<file path="config.mk">
export PLATFORM = sky130hd
export DESIGN_NAME = ysyx_22041071_mem_arb
export DESIGN_NICKNAME = d
export VERILOG_FILES = /design/src/rtl/ysyx_22041071_mem_pkg.sv /design/src/rtl/ysyx_22041071_arb_pick.sv /design/src/rtl/ysyx_22041071_mem_arb.sv
export SDC_FILE = /design/constraint.sdc
export NUM_CORES = 1
export LEC_CHECK = 0
export BUFFER_PORTS_ARGS = -buffer_cell sky130_fd_sc_hd__buf_2
export CAP_MARGIN = 20
export CORE_AREA = 2 2 270 272
export DETAILED_ROUTE_END_ITERATION = 16
export DIE_AREA = 0 0 272 274
export PLACE_DENSITY_LB_ADDON = 0.2
export REMOVE_ABC_BUFFERS = 1
export SLEW_MARGIN = 25
export SYNTH_ARGS = -nofsm -noshare
export SYNTH_HDL_FRONTEND = slang
export SYNTH_SLANG_ARGS = --single-unit
</file>
<file path="constraint.sdc">
create_clock -name clk -period 3.2 [get_ports clk]
set_input_delay 0.16 -clock clk [delete_from_list [all_inputs] [get_ports clk]]
set_output_delay 0.16 -clock clk [all_outputs]
set_load 0.02 [all_outputs]
</file>
<file path="src/rtl/ysyx_22041071_mem_pkg.sv">
// Shared types and helpers for the core's single-port RAMHelper path:
// arbiter state, requester encoding, memory base and index mapping.
package ysyx_22041071_mem_pkg;

  typedef enum logic [1:0] {
    ST_IDLE  = 2'd0,
    ST_ISSUE = 2'd1,
    ST_RESP  = 2'd2
  } arb_state_e;

  typedef enum logic {
    OWN_IF = 1'b0,
    OWN_LS = 1'b1
  } arb_owner_e;

  localparam logic [63:0] START_ADDR = 64'h8000_0000;
  localparam logic [2:0]  STARVE_MAX = 3'd4;

  // RAMHelper addresses 64-bit words relative to the physical base.
  function automatic logic [63:0] addr_to_idx(input logic [63:0] addr);
    return (addr - START_ADDR) >> 3;
  endfunction

endpackage

</file>
<file path="src/rtl/ysyx_22041071_arb_pick.sv">
// Grant selection between IF and LS: LS wins unless IF has been passed over
// STARVE_MAX times in a row while it was waiting.
module ysyx_22041071_arb_pick
  import ysyx_22041071_mem_pkg::*;
(
  input  logic clk,
  input  logic reset,
  input  logic idle,
  input  logic if_req_valid,
  input  logic ls_req_valid,
  input  logic if_flush,
  output logic if_req_ready,
  output logic ls_req_ready
);

  logic [2:0] starve_cnt_q, starve_cnt_d;
  logic       force_if;

  always_comb begin
    force_if     = (starve_cnt_q == STARVE_MAX) & if_req_valid;
    ls_req_ready = idle & ~reset & ls_req_valid & ~force_if;
    if_req_ready = idle & ~reset & ~if_flush & (~ls_req_valid | force_if);

    starve_cnt_d = starve_cnt_q;
    if (if_req_valid & if_req_ready) begin
      starve_cnt_d = 3'd0;
    end else if (ls_req_valid & ls_req_ready & if_req_valid &
                 (starve_cnt_q != STARVE_MAX)) begin
      starve_cnt_d = starve_cnt_q + 3'd1;
    end
  end

  // NOTE: state registers use non-blocking assignments so every flop samples
  // the pre-edge values, independent of process ordering.
  always_ff @(posedge clk) begin
    if (reset) starve_cnt_q <= 3'd0;
    else       starve_cnt_q <= starve_cnt_d;
  end

endmodule

</file>
<file path="src/rtl/ysyx_22041071_mem_arb.sv">
// Shares the single RAMHelper port between instruction fetch and load/store:
// one transaction at a time through IDLE -> ISSUE -> RESP.
module ysyx_22041071_mem_arb
  import ysyx_22041071_mem_pkg::*;
(
  input  logic        clk,
  input  logic        reset,
  input  logic        if_req_valid,
  output logic        if_req_ready,
  input  logic [63:0] if_req_addr,
  input  logic        if_flush,
  output logic        if_rsp_valid,
  input  logic        if_rsp_ready,
  output logic [31:0] if_rsp_ins,
  input  logic        ls_req_valid,
  output logic        ls_req_ready,
  input  logic [63:0] ls_req_addr,
  input  logic        ls_req_wen,
  input  logic [63:0] ls_req_wdata,
  input  logic [63:0] ls_req_wmask,
  output logic        ls_rsp_valid,
  input  logic        ls_rsp_ready,
  output logic [63:0] ls_rsp_rdata,
  output logic        mem_en,
  output logic        mem_wen,
  output logic [63:0] mem_ridx,
  output logic [63:0] mem_widx,
  output logic [63:0] mem_wdata,
  output logic [63:0] mem_wmask,
  input  logic [63:0] mem_rdata
);

  arb_state_e state_q, state_d;
  arb_owner_e owner_q, owner_d;
  logic        killed_q, killed_d;
  logic        first_q, first_d;
  logic        hi_q, hi_d;
  logic        wen_q, wen_d;
  logic [63:0] idx_q, idx_d;
  logic [63:0] wdata_q, wdata_d;
  logic [63:0] wmask_q, wmask_d;
  logic [31:0] if_ins_q, if_ins_d;
  logic [63:0] ls_rdata_q, ls_rdata_d;
  logic [31:0] live_ins;
  logic [63:0] live_rdata;

  ysyx_22041071_arb_pick u_pick (
    .clk          (clk),
    .reset        (reset),
    .idle         (state_q == ST_IDLE),
    .if_req_valid (if_req_valid),
    .ls_req_valid (ls_req_valid),
    .if_flush     (if_flush),
    .if_req_ready (if_req_ready),
    .ls_req_ready (ls_req_ready)
  );

  assign mem_ridx  = idx_q;
  assign mem_widx  = idx_q;
  assign mem_wdata = wdata_q;
  assign mem_wmask = wmask_q;

  // Read data arrives only in the first RESP cycle; it is forwarded live
  // then and served from the capture register afterwards.
  assign live_ins   = hi_q ? mem_rdata[63:32] : mem_rdata[31:0];
  assign live_rdata = wen_q ? 64'd0 : mem_rdata;

  always_comb begin
    // NOTE: every _d and output takes a default first, so no path through
    // the case leaves a signal unassigned and no latch is inferred.
    state_d      = state_q;
    owner_d      = owner_q;
    killed_d     = killed_q;
    first_d      = 1'b0;
    hi_d         = hi_q;
    wen_d        = wen_q;
    idx_d        = idx_q;
    wdata_d      = wdata_q;
    wmask_d      = wmask_q;
    if_ins_d     = if_ins_q;
    ls_rdata_d   = ls_rdata_q;
    mem_en       = 1'b0;
    mem_wen      = 1'b0;
    if_rsp_valid = 1'b0;
    ls_rsp_valid = 1'b0;
    if_rsp_ins   = if_ins_q;
    ls_rsp_rdata = ls_rdata_q;

    case (state_q)
      ST_IDLE: begin
        if (ls_req_valid & ls_req_ready) begin
          state_d  = ST_ISSUE;
          owner_d  = OWN_LS;
          killed_d = 1'b0;
          idx_d    = addr_to_idx(ls_req_addr);
          hi_d     = ls_req_addr[2];
          wen_d    = ls_req_wen;
          wdata_d  = ls_req_wdata;
          wmask_d  = ls_req_wmask;
        end else if (if_req_valid & if_req_ready) begin
          state_d  = ST_ISSUE;
          owner_d  = OWN_IF;
          killed_d = 1'b0;
          idx_d    = addr_to_idx(if_req_addr);
          hi_d     = if_req_addr[2];
          wen_d    = 1'b0;
          wdata_d  = 64'd0;
          wmask_d  = 64'd0;
        end
      end
      ST_ISSUE: begin
        // Reset in this cycle must keep the RAM from committing a write.
        mem_en  = ~reset;
        mem_wen = wen_q & ~reset;
        if ((owner_q == OWN_IF) & if_flush) killed_d = 1'b1;
        state_d = ST_RESP;
        first_d = 1'b1;
      end
      ST_RESP: begin
        if (owner_q == OWN_IF) begin
          if (killed_q) begin
            state_d = ST_IDLE;
          end else begin
            if_rsp_valid = ~reset;
            if (first_q) begin
              if_rsp_ins = live_ins;
              if_ins_d   = live_ins;
            end
            if (if_flush)     killed_d = 1'b1;
            if (if_rsp_ready) state_d  = ST_IDLE;
          end
        end else begin
          ls_rsp_valid = ~reset;
          if (first_q) begin
            ls_rsp_rdata = live_rdata;
            ls_rdata_d   = live_rdata;
          end
          if (ls_rsp_ready) state_d = ST_IDLE;
        end
      end
      default: state_d = ST_IDLE;
    endcase
  end

  // NOTE: the datapath registers are reset as well because their values
  // drive the memory index/data ports and response data directly.
  always_ff @(posedge clk) begin
    if (reset) begin
      state_q    <= ST_IDLE;
      owner_q    <= OWN_IF;
      killed_q   <= 1'b0;
      first_q    <= 1'b0;
      hi_q       <= 1'b0;
      wen_q      <= 1'b0;
      idx_q      <= 64'd0;
      wdata_q    <= 64'd0;
      wmask_q    <= 64'd0;
      if_ins_q   <= 32'd0;
      ls_rdata_q <= 64'd0;
    end else begin
      state_q    <= state_d;
      owner_q    <= owner_d;
      killed_q   <= killed_d;
      first_q    <= first_d;
      hi_q       <= hi_d;
      wen_q      <= wen_d;
      idx_q      <= idx_d;
      wdata_q    <= wdata_d;
      wmask_q    <= wmask_d;
      if_ins_q   <= if_ins_d;
      ls_rdata_q <= ls_rdata_d;
    end
  end

endmodule

</file>
---- Yosys cells after proc, flatten, opt, wreduce, memory -nomap -nowiden ----
Index checks and enable logic that the tools add are counted.
cells by class
  add/sub/neg operators ................... 3
  equality and inequality tests ........... 9
  muxes and demuxes ....................... 40
  bitwise operators ....................... 18
  reductions and logical operators ........ 7
operators with widths
  cell                                                                    number
  64-bit 2-to-1 mux                                                       9
  32-bit 2-to-1 mux                                                       5
  64-bit by 32-bit subtractor with 64-bit output (second input constant)  2
  1-bit 2-to-1 mux                                                        18
  1-bit bitwise AND                                                       12
  2-bit 2-to-1 mux                                                        6
  3-bit inequality test (second input constant)                           3
  2-bit one-hot mux with 3 select lines                                   1
  1-bit NOT                                                               5
  2-bit inequality test (second input constant)                           2
  4-bit inequality test (second input constant)                           1
  4-bit AND reduction                                                     1
  3-bit by 1-bit adder with 3-bit output (second input constant)          1
  3-bit == test (second input constant)                                   1
  1-bit one-hot mux with 3 select lines                                   1
  3-bit AND reduction                                                     1
  3-bit nonzero test                                                      1
  2-bit by 1-bit == test with 1-bit output (second input constant)        1
  2-bit == test (second input constant)                                   1
  2-bit logical NOT                                                       1
  2-bit AND reduction                                                     1
  2-bit nonzero test                                                      1
  2-bit OR reduction                                                      1
  1-bit OR                                                                1
word-level totals
  flip-flop bits (word level) ............. 298
  logic and storage cells ................. 89

---- Longest topological paths before layout ----
  word-level depth ........................ 8
  depth in mapped cells ................... 14
  depth with buffers taken out ............ 10

---- Cells and area by module ----
A second synthesis with hierarchy kept.
unflattened totals
  cells, all modules ...................... 1,601
  area, all modules ....................... 13,510.5 µm²
modules (own cells, without submodules)
  module                  times used  cells an instance  area an instance (µm²)  sequential area each (µm²)
  ysyx_22041071_mem_arb   1           1,573              13,290.2                5,845.6
  ysyx_22041071_arb_pick  1           28                 220.2                   60.1

---- Worst setup path after synthesis ----
No wires, ideal clock.
  kind .................................... flip-flop to flip-flop
  start point ............................. register state_q[0]
  end point ............................... register idx_q[58], in the netlist mem_ridx[58]
  library setup time ...................... 0.128 ns
  arrival time ............................ 2.804 ns
  setup slack ............................. 0.268 ns
  stages on the path, launching flop included .. 15
  path buffers ............................ 5
  period minus slack after synthesis ...... 2.932 ns
  cells stage by stage .................... dfxtp_1 inv_1 ha_1 and3b_2 nand2_4 buf_4 buf_4 buf_4 buf_4 mux2i_1 ha_1 clkbuf_1 o2111ai_1 xnor2_1 o21ai_1
between the ends
  word-level cells in the longest chain between the ends .. 7
  elaborated cells on any way between the ends .. 11
ends and longest elaborated chain
  what                                                line                                                        text
  from (decl)                                         ysyx_22041071_mem_arb.sv:33                                 arb_state_e state_q, state_d;
  from (signal assigned)                              ysyx_22041071_mem_arb.sv:161                                state_q <= state_d;
  2-bit logical NOT (*)                               ysyx_22041071_mem_arb.sv:50, ysyx_22041071_mem_arb.sv:89
  1-bit bitwise AND                                   ysyx_22041071_arb_pick.sv:21, ysyx_22041071_arb_pick.sv:22
  1-bit bitwise AND (on tied branches) (2 in series)  ysyx_22041071_arb_pick.sv:21, ysyx_22041071_arb_pick.sv:22
  1-bit bitwise AND (on tied branches)                ysyx_22041071_mem_arb.sv:91, ysyx_22041071_mem_arb.sv:100
  2-bit nonzero test (no source line)                 --
  2-bit AND reduction (no source line)                --
  to (signal assigned)                                ysyx_22041071_mem_arb.sv:167                                idx_q <= idx_d;
  to (decl)                                           ysyx_22041071_mem_arb.sv:39                                 logic [63:0] idx_q, idx_d;
Every way passes the cells marked *; elsewhere a longest branch is shown, timed or not.
A chain may end at the register's enable or synchronous reset.

---- Worst setup path in the final report ----
  start point ............................. register state_q[0]
  end point ............................... register idx_q[4], in the netlist mem_ridx[4]
The elaborated chain is that of the path after synthesis.

==> flow_metrics.py <==
metrics = {
    "clock_tree": {
        "clk_pin_slew_ns": 0.06,
        "cts_tree": "yes",
        "post_cts_buffers": 0,
        "clockBufferDepth": 3,
        "h-tree-depth": 2,
        "cts_root_buf": "clkbuf_16",
        "clk_latency_ns": 0.57,
        "clock-sinks": 295,
        "cts_buffers": 38,
    },
    "routing": {
        "dr_total_vias": 14600,
        "dr.pass1.iters": 5,
        "wl_per_cell_um": 19.7,
        "vias_per_cell": 4.36,
        "drt_iter0_markers": 669,
        "antenna_left": 0,
        "wl_um": 65700,
        "drc_errors": 0,
    },
    "place": {
        "dpl_worst_slack_ns": 0.279,
        "place_hpwl_um": 49200,
        "gp_congestion": 0.853,
        "io_buffers": 675,
    },
    "run_status": {
        "status": "complete, no violations",
    },
    "sta": {
        "grt_setup_unrepaired": "false",
        "max_clock_freq_mhz": 335,
        "hold_violations": 0,
        "tightest_slew_ns": 0.884,
        "slew_viol_final": 0,
        "fin_skew_ns": 0.0246,
        "setup_violations": 0,
        "maxSlewHeadroom": 0.411,
        "period_minus_slack_ns": 2.99,
        "fin_ws_ns": 0.212,
        "fin_setup_tns_ns": 0,
        "timing.final.crit_share": 0.934,
    },
    "logic_synthesis": {
        "avgSynthCellArea_um2": 8.49,
        "seq_area_frac_synth": 0.439,
        "synth_ff_type": "dfxtp_1",
        "synthMostInstantiatedCell": "dfxtp_1",
        "ys.warnings.count": 0,
        "ys_types": 70,
        "yosys-top-cells-area": "dfxtp_1 (44%), a22oi_1 (7.2%), nor2_1 (6.0%), mux2i_1 (4.7%), and2_1 (4.5%)",
        "syn-cell-area_um2": 13400,
        "synth_top_area_frac": 0.439,
        "synth_cells": 1584,
        "yosys.area.top_type": "dfxtp_1",
        "synth_seq_cells": 295,
        "async_reset_ff_frac": 0,
        "synth-edff-count": 0,
        "synth_common_cells": "dfxtp_1 (295), nor2_1 (215), nand2_1 (152)",
    },
    "die": {
        "initial_core_util": 0.187,
        "die_w_um": 272,
        "die-height_um": 274,
        "coreArea_um2": 72000,
        "io_pins": 686,
        "die-area_um2": 74500,
        "fp-row-count": 99,
    },
    "final_layout": {
        "nNetsFinal": 2685,
        "drive_above_1_share": 0.335,
        "nFillCells": 7790,
        "area_growth_pct": 53.7,
    },
    "worst_setup_path": {
        "cp.arrival_ns": 3.50,
        "end_kind": "flop",
        "startpoint_type": "flop",
        "path_max_fanout": 40,
        "cp.required_ns": 3.71,
        "crit_type": "flop to flop",
    },
    "hold_path": {
        "hold_path.class": "primary input to flop",
    },
    "global_route": {
        "grt_start_max_net_pins": 156,
        "track_usage": 0.166,
        "overflow": 0,
        "grt_pass1_vias": 14100,
        "grt_pass1_wl_um": 93400,
        "antenna_found_initial": 31,
    },
    "power_and_ir_drop": {
        "leakagePower_nw": 9.49,
        "vdd_drop_max_uv": 313,
        "total_power_mw": 10.8,
        "p_per_area_nw_per_um2": 525,
    },
    "run": {
        "maxCapViolCount": 0,
    },
}
-- logic make-up (layout without fill, tap and decap cells) --
group | count (synthesis) | after routing | synth area share
AO/OA/AOI/OAI | 345 | 345 | 0.175
XOR/XNOR | 26 | 26 | 0.0169
adder cells (fa/ha/maj) | 8 | 8 | 0.00744
buffers and inverters | 200 | 983 | 0.0798
flip-flops | 295 | 295 | 0.439
multiplexers | 64 | 64 | 0.0477
other | 1 | 15 | 0.000279
AND/OR/NAND/NOR | 645 | 645 | 0.234
-- worst paths after layout --
path	from	to	slack, ns	depth (start not counted)
worst max-delay path	state_q[0]	mem_ridx[4]	0.21	9
worst min-delay path	if_req_addr[62]	mem_ridx[59]	0.03	4
worst max register to register	state_q[0]	mem_ridx[4]	0.21	9
worst min register to register	mem_ridx[39]	mem_ridx[39]	0.48	2
-- layout make-up --
cell class                      instances  area [um2]  share of cell area
Multi-Input combinational cell       1094        6520               0.315
Sequential cell                       295        5910               0.286
Timing Repair Buffer                  913        5790               0.280
Tap cell                              959        1200              0.0581
Clock buffer                           49        1070              0.0519
Clock inverter                         14         125             0.00605
Inverter                                7        32.5             0.00157
Antenna cell                            9        22.5             0.00109
-- repair_timing --
action | in CTS | in global routing
gates resized for setup | 1 | 3
endpoints found under the hold margin | 173 | 0
endpoints found under the setup margin | 1 | 5
cloned | 0 | 0
pin swaps | 0 | 0
hold buffers | 207 | 0
-- through the flow --
| stage | utilization | hold slack, ns | cells | area [um2] |
|---|---|---|---|---|
| 2_1_floorplan | - | 0.229 | 1396 | 12400 |
| 3_3_place_gp | 0.241 | 0.407 | 3061 | 17400 |
| 3_5_place_dp | 0.241 | 0.417 | 3061 | 17400 |
| 4_1_cts | 0.287 | 0.000227 | 3331 | 20600 |
| 5_1_grt | 0.287 | 0.0312 | 3336 | 20700 |
| 6_report | 0.287 | 0.0272 | 3340 | 20700 |
-- sequential cells by signal, indices dropped and copies added, names as in the netlist --
name                 count
first_q                  1
hi_q                     1
if_ins_q                32
killed_q                 1
ls_rdata_q              64
mem_ridx                61
mem_wdata               64
mem_wmask               64
owner_q                  1
state_q                  2
u_pick.starve_cnt_q      3
wen_q                    1
-- per-layer routing --
| layer | part of all wire | vias to the layer above | global-route usage |
|---|---|---|---|
| met5 | 0.0037 | - | 0 |
| met4 | 0.027 | 36 | 0.0516 |
| met3 | 0.084 | 120 | 0.0571 |
| met2 | 0.49 | 562 | 0.284 |
| met1 | 0.40 | 6871 | 0.195 |
| li1 | - | 6968 | - |
-- worst max-delay path, cell delays in order, from the launching register on --
cell and delay [ns]:
dfxtp_1 0.34, inv_1 0.12, ha_1 0.28, and3b_2 0.26, nand2_4 0.15, inv_6 0.20, buf_4 0.44, nand2_1 0.14
a311oi_1 0.34, dlygate4sd3_1 0.62
-- layout by cell type (no fill, tap or decap), types with 62 or more instances in the layout --
cell type / synthesis / layout
dlygate4sd3_1: 0 / 207
nand2_1: 152 / 152
a22oi_1: 129 / 129
buf_2: 27 / 674
nand2b_1: 64 / 64
o21ai_0: 73 / 73
mux2i_1: 63 / 62
nor2_1: 215 / 215
and2_1: 97 / 97
dfxtp_1: 295 / 293
-- power breakdown --
| group | internal, mW | switching, mW |
|---|---|---|
| clock | 2.45 | 1.79 |
| combinational | 0.992 | 1.49 |
| sequential | 3.91 | 0.223 |
| total | 7.35 | 3.49 |
(Power assumes the default switching activity.)
